### src/rtl/mutual_pkg.sv
// Shared definitions for the mutual_rr mutual-exclusion engine.
//   proc_st_t  : per-process protocol state (I/T/C/E), 2 bits, fixed encoding
//   idx_w()    : index width for an n-entry process set, never below 1 bit
//   TOKEN_*    : polarity of the x output (1 = token free)
package mutual_pkg;

  typedef enum logic [1:0] {
    ST_I = 2'b00,
    ST_T = 2'b01,
    ST_C = 2'b10,
    ST_E = 2'b11
  } proc_st_t;

  localparam logic TOKEN_FREE = 1'b1;
  localparam logic TOKEN_HELD = 1'b0;

  function automatic int idx_w(input int n);
    return (n < 2) ? 1 : $clog2(n);
  endfunction

endpackage

### src/rtl/rr_arbiter.sv
// Combinational round-robin picker.
//   req   : one bit per process, set while the process is in T
//   ptr   : search start index (0..NPROC-1)
//   found : at least one request present
//   idx   : first requesting index at or after ptr, wrapping modulo NPROC
// The pointer itself is owned and registered by the parent.
module rr_arbiter #(
  parameter int NPROC = 4,
  parameter int IDXW  = 2
) (
  input  logic [NPROC-1:0] req,
  input  logic [IDXW-1:0]  ptr,
  output logic             found,
  output logic [IDXW-1:0]  idx
);

  // One extra bit so ptr+k never overflows before the modulo fold.
  logic [IDXW:0]   sum;
  logic [IDXW-1:0] pos;

  always_comb begin
    found = 1'b0;
    idx   = '0;
    sum   = '0;
    pos   = '0;
    for (int k = 0; k < NPROC; k++) begin
      sum = {1'b0, ptr} + (IDXW+1)'(k);
      if (sum >= (IDXW+1)'(NPROC)) sum = sum - (IDXW+1)'(NPROC);
      pos = sum[IDXW-1:0];
      if (!found && req[pos]) begin
        found = 1'b1;
        idx   = pos;
      end
    end
  end

endmodule

### src/rtl/mutual_rr.sv
// N-process mutual-exclusion engine. Each process cycles I -> T -> C -> E -> I
// and contends for one shared token; grants are round-robin so nobody starves
// while holders keep releasing, and an optional crit timeout forces holders out.
//   clk, reset   : clock, synchronous active-high reset
//   try_req      : per-process request to leave I
//   exit_req     : per-process request to leave C
//   state        : packed states, process i at [2i+1:2i] (I=00 T=01 C=10 E=11)
//   x            : 1 while the token is free
//   grant_valid  : one-cycle pulse on each T->C grant
//   grant_idx    : index of the most recent grant
//   mutex_err    : sticky safety violation flag (two in C, or C with x=1)
//   starve       : per-process sticky flag, set after STARVE_LIMIT T cycles
module mutual_rr
  import mutual_pkg::*;
#(
  parameter int NPROC        = 4,
  parameter int CRIT_MAX     = 8,
  parameter int STARVE_LIMIT = 15
) (
  input  logic                        clk,
  input  logic                        reset,
  input  logic [NPROC-1:0]            try_req,
  input  logic [NPROC-1:0]            exit_req,
  output logic [2*NPROC-1:0]          state,
  output logic                        x,
  output logic                        grant_valid,
  output logic [idx_w(NPROC)-1:0]     grant_idx,
  output logic                        mutex_err,
  output logic [NPROC-1:0]            starve
);

  localparam int IDXW = idx_w(NPROC);
  // Timer only has to reach CRIT_MAX-1.
  localparam int TW   = (CRIT_MAX < 2) ? 1 : $clog2(CRIT_MAX);
  localparam int WW   = (STARVE_LIMIT < 1) ? 1 : $clog2(STARVE_LIMIT + 1);

  logic [NPROC-1:0] in_t, in_c, in_e;
  logic [IDXW-1:0]  rr_ptr;
  logic [TW-1:0]    crit_tmr;
  logic             arb_found;
  logic [IDXW-1:0]  arb_idx;
  logic             grant, forced, any_c, any_e, multi_c;

  rr_arbiter #(.NPROC(NPROC), .IDXW(IDXW)) u_arb (
    .req   (in_t),
    .ptr   (rr_ptr),
    .found (arb_found),
    .idx   (arb_idx)
  );

  assign grant   = (x == TOKEN_FREE) && arb_found;
  assign any_c   = |in_c;
  assign any_e   = |in_e;
  // More than one bit set: clearing the lowest set bit leaves something.
  assign multi_c = |(in_c & (in_c - 1'b1));
  assign forced  = (CRIT_MAX != 0) && (crit_tmr == TW'(CRIT_MAX - 1));

  // Token, pointer, timer and grant reporting. Grant needs x free while an
  // E release needs x held, so the two token updates never collide.
  always_ff @(posedge clk) begin
    if (reset) begin
      x           <= TOKEN_FREE;
      rr_ptr      <= '0;
      crit_tmr    <= '0;
      grant_valid <= 1'b0;
      grant_idx   <= '0;
      mutex_err   <= 1'b0;
    end else begin
      grant_valid <= grant;
      if (grant) begin
        x         <= TOKEN_HELD;
        grant_idx <= arb_idx;
        rr_ptr    <= (arb_idx == IDXW'(NPROC - 1)) ? '0 : arb_idx + 1'b1;
        crit_tmr  <= '0;
      end else begin
        if (any_e) x <= TOKEN_FREE;
        if (any_c) crit_tmr <= crit_tmr + 1'b1;
      end
      mutex_err <= mutex_err | multi_c | ((x == TOKEN_FREE) && any_c);
    end
  end

  for (genvar i = 0; i < NPROC; i++) begin : g_proc
    proc_st_t       st_r;
    logic [WW-1:0]  wcnt;
    logic           starve_r;
    logic           win;

    assign win = grant && (arb_idx == IDXW'(i));

    always_ff @(posedge clk) begin
      if (reset) begin
        st_r     <= ST_I;
        wcnt     <= '0;
        starve_r <= 1'b0;
      end else begin
        case (st_r)
          ST_I: if (try_req[i]) st_r <= ST_T;
          ST_T: if (win) st_r <= ST_C;
          ST_C: if (exit_req[i] || forced) st_r <= ST_E;
          ST_E: st_r <= ST_I;
          default: st_r <= ST_I;
        endcase
        // Count cycles spent waiting in T; the grant cycle itself leaves T.
        if (st_r == ST_T && !win) begin
          if (wcnt != WW'(STARVE_LIMIT)) wcnt <= wcnt + 1'b1;
          if (wcnt == WW'(STARVE_LIMIT - 1)) starve_r <= 1'b1;
        end else begin
          wcnt <= '0;
        end
      end
    end

    assign state[2*i +: 2] = st_r;
    assign in_t[i]         = (st_r == ST_T);
    assign in_c[i]         = (st_r == ST_C);
    assign in_e[i]         = (st_r == ST_E);
    assign starve[i]       = starve_r;
  end

endmodule

### config.mk
export PLATFORM = sky130hd
export DESIGN_NAME = mutual_rr
export DESIGN_NICKNAME = d
export VERILOG_FILES = /design/src/rtl/mutual_pkg.sv /design/src/rtl/rr_arbiter.sv /design/src/rtl/mutual_rr.sv
export SDC_FILE = /design/constraint.sdc
export NUM_CORES = 1
export LEC_CHECK = 0
export CAP_MARGIN = 20
export CELL_PAD_IN_SITES_DETAIL_PLACEMENT = 0
export CELL_PAD_IN_SITES_GLOBAL_PLACEMENT = 1
export CORE_ASPECT_RATIO = 1.2
export CORE_MARGIN = 5
export CORE_UTILIZATION = 46
export DETAILED_ROUTE_END_ITERATION = 10
export GPL_TIMING_DRIVEN = 0
export PLACE_DENSITY_LB_ADDON = 0.1
export SYNTH_ARGS = -nofsm -noshare
export SYNTH_HDL_FRONTEND = slang
export SYNTH_SLANG_ARGS = --single-unit
### constraint.sdc
create_clock -name clk -period 4.21 [get_ports clk]
set_input_delay 0.842 -clock clk [delete_from_list [all_inputs] [get_ports clk]]
set_output_delay 0.842 -clock clk [all_outputs]
set_load 0.05 [all_outputs]
# Yosys cells after proc, flatten, opt, wreduce, memory -nomap -nowiden
# Index checks and enable logic that the tools add are counted.
dict set report word_totals {
  ramBits 0
  romBits 0
  out_inout_bits 17
  elab_cells 168
  latchBits 0
  in_bits 10
  regBits 38
  n_memories 0
}
dict set report classes {
  order_cmp 8
  n_div 0
  n_mux 39
  n_reduce_logical 46
  mul 0
  addsub 14
  n_bitwise 7
  eq_ne 36
  shift 0
}
# cell n
set op_table {}
lappend op_table {{$mux 2} 21}
lappend op_table {{$pmux 2 s4} 4}
lappend op_table {{$eq 2x2->1 const B} 10}
lappend op_table {{$add 4x1->4 const B} 4}
lappend op_table {{$eq 4x4->1 const B} 4}
lappend op_table {{$ne 2x2->1 const B} 8}
lappend op_table {{$ne 4x4->1 const B} 4}
lappend op_table {{$logic_and 1x1->1} 13}
lappend op_table {{$lt 2x3->1 const B} 4}
lappend op_table {{$reduce_and 3->1} 4}
lappend op_table {{$reduce_or 4->1} 3}
lappend op_table {{$eq 2x1->1 const B} 5}
lappend op_table {{$logic_not 2->1} 5}
lappend op_table {{$mux 1} 10}
lappend op_table {{$reduce_or 2->1} 5}
lappend op_table {{$ge 3x3->1 const B} 3}
lappend op_table {{$bmux 1 s2} 4}
lappend op_table {{$ne 2x1->1 const B} 4}
lappend op_table {{$reduce_and 2->1} 4}
lappend op_table {{$sub 2x1->2 const B} 4}
lappend op_table {{$logic_not 1->1} 7}
lappend op_table {{$add 2x2->3 const B} 2}
lappend op_table {{$and 4x4->4} 1}
lappend op_table {{$logic_or 1x1->1} 4}
lappend op_table {{other kinds (9)} 13}

# Logic depth before layout (Yosys ltp)
# Gate-level depths: netlist of run 1.
dict set report depth {
  word_depth 20
  mapped_depth 9
  mapped_depth_nobuf 8
}

# Hierarchy
# A second synthesis of run 1 with hierarchy kept.
dict set report hier_totals {
  cells_unflattened 241
  hier_area_um2 2133.3
}
# module seq_area_each_um2 cells_per_inst area_each_um2 n_inst
set by_module_without_submodules {}
lappend by_module_without_submodules {mutual_rr 760.7 226 2055.7 1}
lappend by_module_without_submodules {rr_arbiter 0.0 15 77.6 1}

# Least setup slack after synthesis of run 1
# OpenSTA, ideal clock, no wires.
dict set report synth_timing {
  path_type {register -> register}
  startpoint {register g_proc[3].st_r[1]}
  endpoint {register g_proc[1].st_r[1]}
  stages_incl_launch_ff 10
  arrival_ps 2489
  slack_ps 1604
  n_path_buf 1
  setup_ps 116
  required_ps 4094
  period_less_slack_ps 2606
  path_cell_list {dfxtp_1 inv_1 ha_1 buf_2 or3_1 o211ai_2 o311ai_2 o31ai_4 a211oi_1 a41o_1}
}
dict set report synth_between {
  elab_chain_len 17
  elab_cells_between_ends 28
  classes_between {eq/ne: 3; mux: 16; reduce/logical: 9}
}
# element line_no
set synth_lines {}
lappend synth_lines {{from (decl)} mutual_rr.sv:84} ;# proc_st_t st_r;
lappend synth_lines {{from (signal assigned)} mutual_rr.sv:93} ;# st_r <= ST_I;
lappend synth_lines {{from (signal assigned)} mutual_rr.sv:98} ;# ST_I: if (try_req[i]) st_r <= ST_T;
lappend synth_lines {{from (signal assigned)} mutual_rr.sv:99} ;# ST_T: if (win) st_r <= ST_C;
lappend synth_lines {{$eq 2x1->1 *} mutual_rr.sv:115} ;# assign in_t[i] = (st_r == ST_T);
lappend synth_lines {{$bmux 1 s2} rr_arbiter.sv:30} ;# if (!found && req[pos]) begin
lappend synth_lines {{$mux 1 (not written as such)} rr_arbiter.sv:30}
lappend synth_lines {{$mux 1} rr_arbiter.sv:30}
lappend synth_lines {{$logic_not 1->1} rr_arbiter.sv:30}
lappend synth_lines {{$logic_and 1x1->1} rr_arbiter.sv:30}
lappend synth_lines {{$mux 1} rr_arbiter.sv:30}
lappend synth_lines {{$logic_not 1->1} rr_arbiter.sv:30}
lappend synth_lines {{$logic_and 1x1->1} rr_arbiter.sv:30}
lappend synth_lines {{$mux 1} rr_arbiter.sv:30}
lappend synth_lines {{$logic_not 1->1} rr_arbiter.sv:30}
lappend synth_lines {{$logic_and 1x1->1} rr_arbiter.sv:30}
lappend synth_lines {{$mux 2 or $mux 1 (tied branches)} rr_arbiter.sv:30}
lappend synth_lines {{$eq 2x1->1 or $logic_and 1x1->1 (tied branches)} {mutual_rr.sv:89, mutual_rr.sv:51}}
lappend synth_lines {{$logic_and 1x1->1 *} mutual_rr.sv:89} ;# assign win = grant && (arb_idx == IDXW'(i));
lappend synth_lines {{$ne 2x2->1 (no line) *} --}
lappend synth_lines {{$reduce_and 3->1 (no line) *} --}
lappend synth_lines {{to (signal assigned)} mutual_rr.sv:93}
lappend synth_lines {{to (signal assigned)} mutual_rr.sv:98}
lappend synth_lines {{to (signal assigned)} mutual_rr.sv:99}
lappend synth_lines {{to (decl)} mutual_rr.sv:84}
# Every way passes the cells marked *; elsewhere a longest branch is shown, timed or not. The select of a mux whose other input is x is not followed.
# A chain may end at the register's enable or synchronous reset.

# Final worst setup path of run 1
dict set report layout_timing {
  startpoint {register g_proc[2].st_r[1]}
  endpoint {register g_proc[3].st_r[1]}
}
dict set report layout_between {
  elab_chain_len 17
  elab_cells_between_ends 28
  classes_between {eq/ne: 3; mux: 16; reduce/logical: 9}
}
# element line_no
set layout_lines {}
lappend layout_lines {{from (decl)} mutual_rr.sv:84}
lappend layout_lines {{from (signal assigned)} mutual_rr.sv:93}
lappend layout_lines {{from (signal assigned)} mutual_rr.sv:98}
lappend layout_lines {{from (signal assigned)} mutual_rr.sv:99}
lappend layout_lines {{$eq 2x1->1 *} mutual_rr.sv:115}
lappend layout_lines {{$bmux 1 s2} rr_arbiter.sv:30}
lappend layout_lines {{$mux 1 (not written as such)} rr_arbiter.sv:30}
lappend layout_lines {{$mux 1} rr_arbiter.sv:30}
lappend layout_lines {{$logic_not 1->1} rr_arbiter.sv:30}
lappend layout_lines {{$logic_and 1x1->1} rr_arbiter.sv:30}
lappend layout_lines {{$mux 1} rr_arbiter.sv:30}
lappend layout_lines {{$logic_not 1->1} rr_arbiter.sv:30}
lappend layout_lines {{$logic_and 1x1->1} rr_arbiter.sv:30}
lappend layout_lines {{$mux 1} rr_arbiter.sv:30}
lappend layout_lines {{$logic_not 1->1} rr_arbiter.sv:30}
lappend layout_lines {{$logic_and 1x1->1} rr_arbiter.sv:30}
lappend layout_lines {{$mux 2 or $mux 1 (tied branches)} rr_arbiter.sv:30}
lappend layout_lines {{$eq 2x2->1 or $logic_and 1x1->1 (tied branches)} {mutual_rr.sv:89, mutual_rr.sv:51}}
lappend layout_lines {{$logic_and 1x1->1 *} mutual_rr.sv:89}
lappend layout_lines {{$ne 2x2->1 (no line) *} --}
lappend layout_lines {{$reduce_and 3->1 (no line) *} --}
# Marked as above.

==> results of run 1 <==
==> cell type report <==
class,count,area [sq um],share of cell area
clock buffers,6,82.58,0.02887
flip-flops and latches,38,760.7,0.2660
repair buffers,25,250.2,0.08749
well taps,62,77.57,0.02712
plain buffers,14,85.08,0.02975
multi-input cells,207,1491,0.5214
inverters,22,82.58,0.02887
clock inverters,1,30.03,0.01050
==> stage by stage <==
stage                     setup WS (ps)  instance area (sq um)
after global placement             1705                   2748
after detailed placement           1699                   2748
final                              1667                   2860
after floorplan                    1604                   2420
after CTS                          1659                   2860
after global routing               1473                   2860
==> worst paths after layout <==
path / depth (start not counted) / end / start / slack [ps]
max: 9 / g_proc[3].st_r[1]$_SDFFE_PP0P_ / g_proc[2].st_r[1]$_SDFFE_PP0P_ / 1670
min: 2 / g_proc[1].starve_r$_SDFFE_PP0P_ / g_proc[1].starve_r$_SDFFE_PP0P_ / 460
max reg2reg: 9 / g_proc[3].st_r[1]$_SDFFE_PP0P_ / g_proc[2].st_r[1]$_SDFFE_PP0P_ / 1670
min reg2reg: 2 / g_proc[1].starve_r$_SDFFE_PP0P_ / g_proc[1].starve_r$_SDFFE_PP0P_ / 460
==> synth_stat cells, drive strengths merged (3+ instances only) <==
cell type | n | share of area
a2111oi | 3 | 0.011
a211oi | 6 | 0.019
a21oi | 9 | 0.019
a221oi | 3 | 0.013
a31oi | 5 | 0.013
buf | 11 | 0.031
clkbuf | 3 | 0.0047
dfxtp | 38 | 0.31
ha | 30 | 0.16
inv | 21 | 0.033
mux2i | 8 | 0.033
nand2 | 20 | 0.031
nand2b | 5 | 0.013
nand3 | 15 | 0.031
nor2 | 35 | 0.054
nor2b | 4 | 0.010
nor3 | 9 | 0.019
nor3b | 4 | 0.012
o21ai | 11 | 0.023
o2bb2ai | 5 | 0.018
o31ai | 4 | 0.020
xnor2 | 4 | 0.014
==> sequential cells by signal (all words and copies together), names as in the netlist <==
signal	cells
crit_tmr	3
grant_idx	2
g_proc.wcnt	16
x	1
rr_ptr	2
mutex_err	1
g_proc.starve_r	4
grant_valid	1
g_proc.st_r	8
==> report_power, final <==
| group | internal (mW) | switching, mW |
|---|---|---|
| clock | 0.190 | 0.133 |
| sequential | 0.446 | 0.0925 |
| combinational | 0.482 | 0.788 |
| total | 1.12 | 1.01 |
==> cells by family after synthesis <==
kind of cell / after synthesis
fa+ha+maj: 31
simple gates: 99
buf+inv: 36
flops: 38
xor+xnor: 5
mux: 11
compound gates: 61
==> routing by layer <==
metal	global-route usage	routed length [um]	up-vias	part of all wire
li1	-	-	1061	-
met1	0.1996	2440	966	0.45
met2	0.2882	2665	26	0.49
met3	0.03730	214	6	0.040
met4	0.05246	73	0	0.014
met5	0	0	-	0
==> worst max-delay path, stage by stage (launching register included) <==
cell and delay [ps]:
dfxtp_1 420, inv_1 110, ha_1 200, buf_2 180
mux2i_1 180, o21ai_0 150, o311a_1 380, o31ai_2 410
and3_1 260, mux2i_1 180
==> metrics.txt, run 1 <==
Net Count, Synth 321; Clock Latency Late Sink 290 ps; Total Power around 2.1 mW; Tcrit/Tclk final 0.6041; Synth Flop Type dfxtp_1; ANT nets after route 0; fmax between 300 and 400 MHz; number of antenna violations at the first check in global routing 0; post-synthesis adder-cell area fraction 0.1593; worst min path class reg -> reg; Top Ports 27; simple logic cell fraction of the synthesized area 0.1903; final setup TNS 0 ps; Via density ~5.5; Die ar. 0.006817 sq mm; Layout Nets about 350; Mapped Area 0.002420 sq mm; # Post-CTS Setup Buffers 0; fin cells 375; main combinational cell family by area after synthesis compound AO/OA/AOI/OAI gates; Pleak 1.171 nW; CTS Buffer Depth 2; DRC Markers 0; Vias 2059; CP endpoint kind flip-flop; vias in the first global route 1879; register area share after synthesis 0.3144; CTS tree done; largest net degree at the start of global routing 12; CTS resizes 0; Post-synth EDFFs 0; DR iter-0 viols 131; Pins Over Slew Limit 0; CTS clock-pin slew for the worst setup and hold paths 80 ps; area of the core 0.005189 sq mm; Die Span Y 89.45 um; share of layout cells above drive strength 1 0.08307; Compound-Gate Fraction of Synth Area 0.1939; Cells after Synth 281; Port Buffers 25; peak supply drop between 0.2 and 0.3 mV; minimum clock period 2543 ps; WP data required 4430 ps; GRT Resource Usage Total 0.1637; Hold Buf Count CTS 0; Yosys reg bits 38; Starting Density 0.4664; FILL cells 502; post-synth cell types between 50 and 60; Worst-Margin Slew 703.2 ps; GR Overflow Total 0; skew final between 9 and 10 ps; setup violators final 0; clock buffer count from CTS 5; RSZ-0062 raised after global routing no; CP Data Arrival Time 2760 ps; DR pass1 iterations 4; syn_area_per_cell ~8.6 sq um; Slew headroom 0.5281; mux share of post-synthesis cell area 0.05481; most frequent cells in the layout dfxtp_1 (38), nor2_1 (35), ha_1 (30); outcome completed; final wirelength 5.394 mm; final count of hold timing violations 0; ys async rst share 0; clk sinks 38; PD cells 745.1 mW/mm^2; worst-path fanout max 10; wire per inst 14.38 um; Core Util, Final 0.5512; first-pass GRT wire length roughly 9.1 mm; Root Buffer clkbuf_8; Yosys warning count 0; Die Wd 76.21 um; area grow syn2layout 18.20%; # rows 29; max_cap viols 0; crit start category flip-flop; Placed Cells approximately 370; critical path class reg -> reg; hold_ws 457.4 ps; post-DP HPWL 4.034 mm; Synth Area in XOR/XNOR 0.01810; most common cell after layout, fill and taps aside dfxtp_1; Routability Congestion 0.8293; CTS H-tree lvls 2; diodes inserted 0
(Power assumes the default switching activity.)
==> run 2: changes to the inputs <==
CORE_UTILIZATION = 38   (was 46)
clock period = 2.15 ns   (was 4.21 ns; I/O delays follow)
==> run 2 against run 1 <==
Non-clock buffer count is 16 higher. Flip-flop and latch count stayed put. Clock skew hardly changed. Total power is 130% higher. Die area is 18% higher. Critical endpoint unchanged. Largest cell class unchanged. Global-route usage is 1.5 points lower. Via count is 5.1% higher.
==> metrics.txt, run 2 (synthesized netlist as in run 1, its figures left out) <==
final wirelength 5.973 mm (+11%); RSZ-0062 raised after global routing yes; crit start category flip-flop; wire per inst 14.50 um (+0.79%); minimum clock period 2124 ps (-419.6 ps); WP data required 2370 ps (-2060 ps); Layout Nets 369 (+4.5%); Routability Congestion 0.8013 (-3.4%); Top Ports 27 (unchanged); Tcrit/Tclk final 0.9878 (+0.3837); Starting Density 0.3949 (-0.07151); Die Span Y 97.42 um (+8.9%); first-pass GRT wire length 9.977 mm (+10%); worst-path fanout max 4 (-6); DR iter-0 viols 105 (-20%); Die Wd 82.85 um (+8.7%); Hold Buf Count CTS 0 (unchanged); met2 WL post-DR 2.988 mm (+12%); clk sinks 38 (unchanged); Clock Latency Late Sink 290 ps (about the same); Vias 2163 (+5.1%); outcome completed; Biggest register g_proc.wcnt; CTS clock-pin slew for the worst setup and hold paths 80 ps (about the same); fmax 470.9 MHz (+20%); Pins Over Slew Limit 0 (unchanged); Worst-Margin Slew 565.5 ps (-137.7 ps); CTS tree done; GRT Resource Usage Total 0.1486 (-0.01512); area of the core 0.006128 sq mm (+18%); peak supply drop 0.5902 mV (+110%); final setup TNS 0 ps (unchanged); diodes inserted 0 (unchanged); final count of hold timing violations 0 (unchanged); worst min path class reg -> reg; PD cells 1521 mW/mm^2 (+100%); ANT nets after route 0 (unchanged); Slew headroom 0.6230 (+0.09492); worst reg-to-reg setup slack 30 ps (-1640 ps); fin cells 412 (+9.9%); CP Data Arrival Time 2340 ps (-420 ps); Met3 Wirelength 214 um (unchanged); setup violators final 0 (unchanged); FILL cells 618 (+23%); number of antenna violations at the first check in global routing 0 (unchanged); post-DP HPWL 4.228 mm (+4.8%); max FFs per register 16 (unchanged); skew final 9.021 ps (-0.1621 ps); largest net degree at the start of global routing 13 (+1); DRC Markers 0 (unchanged); Port Buffers 25 (unchanged); DR top layer met4; Top Registers g_proc.wcnt (16), g_proc.st_r (8), g_proc.starve_r (4); CP endpoint kind flip-flop; CTS Buffer Depth 2 (unchanged); CTS H-tree lvls 2 (unchanged); clock buffer count from CTS 5 (unchanged); # rows 31 (+6.9%); Placed Cells 388 (+5.4%); share of layout cells above drive strength 1 0.2455 (+0.1624); vias in the first global route 2088 (+11%); Pleak 1.294 nW (+11%); most frequent cells in the layout nor2_1 (35), dfxtp_1 (30), ha_1 (24), clkdlybuf4s50_1 (24), buf_4 (22); Root Buffer clkbuf_8; Die ar. 0.008070 sq mm (+18%); GR Overflow Total 0 (unchanged); met1 wire length 2.708 mm (+11%); DR pass1 iterations 4 (unchanged); area grow syn2layout 35.06%; most common cell after layout, fill and taps aside nor2_1; Via density 5.250 (-4.4%); critical path class reg -> reg; max_cap viols 0 (unchanged)
[run 2: changes by cell type in the layout (fill, tap and decap cells not counted), sizes merged]
cell	delta
dlymetal6s2s	+1
clkbuf	+1
clkinvlp	+1
clkinv	+1
clkdlybuf4s50	-1
bufinv	-1
buf	+15
[run 2: worst paths after layout]
kind | startpoint | to | cells past startpoint
hold reg to reg | g_proc[1].starve_r$_SDFFE_PP0P_ | g_proc[1].starve_r$_SDFFE_PP0P_ | 2
hold / removal | g_proc[1].starve_r$_SDFFE_PP0P_ | g_proc[1].starve_r$_SDFFE_PP0P_ | 2
setup reg to reg | g_proc[1].st_r[1]$_SDFFE_PP0P_ | g_proc[3].st_r[1]$_SDFFE_PP0P_ | 7
setup / recovery | g_proc[1].st_r[1]$_SDFFE_PP0P_ | g_proc[3].st_r[1]$_SDFFE_PP0P_ | 7
[run 2: final cells by class]
class	instances	area (sq um)	share of cell area
Buffer	12	92.59	0.02833
Clock inverter	2	12.51	0.003828
Inverter	22	90.09	0.02757
Sequential cell	38	783.3	0.2397
Clock buffer	6	82.58	0.02527
Timing Repair Buffer	43	391.6	0.1198
Multi-Input combinational cell	207	1713	0.5241
Tap cell	82	102.6	0.03139
[run 2: repair_timing]
action / CTS / global route
setup buffers: 5 / 13
gates resized for setup: 11 / 30
pin swaps: 4 / 13
setup endpoints to repair: 28 / 32
[run 2: power breakdown]
part	internal [mW]	leakage, nW	switching [mW]
sequential	0.904	0.314	0.198
clock	0.258	0.0472	0.279
combinational	1.47	0.932	1.86
total	2.63	1.29	2.34
[run 2: per-stage QoR]
step                      power, mW  cell area (sq um)  hold slack [ps]  utilization  worst slack [ps]
final                         4.969               3268            458.6       0.5333             26.31
after detailed placement      3.747               2864            447.7       0.4673            -143.8
after global placement        3.732               2864            437.5       0.4673            -165.4
after floorplan               3.098               2511            426.3            -            -2.999
after CTS                     4.513               3039            461.5       0.4959            -51.80
after global routing          5.317               3268            496.8       0.5333            -55.24
[run 2: metal layers]
layer,up-vias,global-route usage
li1,1089,-
met1,1032,0.1795
met2,35,0.2605
met3,7,0.03393
met4,0,0.04403
met5,-,0
[run 2: critical path: stages (launching register included)]
cell	delay, ps
dfxtp_4	370
inv_4	50
ha_2	200
mux2_4	300
o311a_4	390
o31ai_4	330
and3_4	250
mux2i_1	160
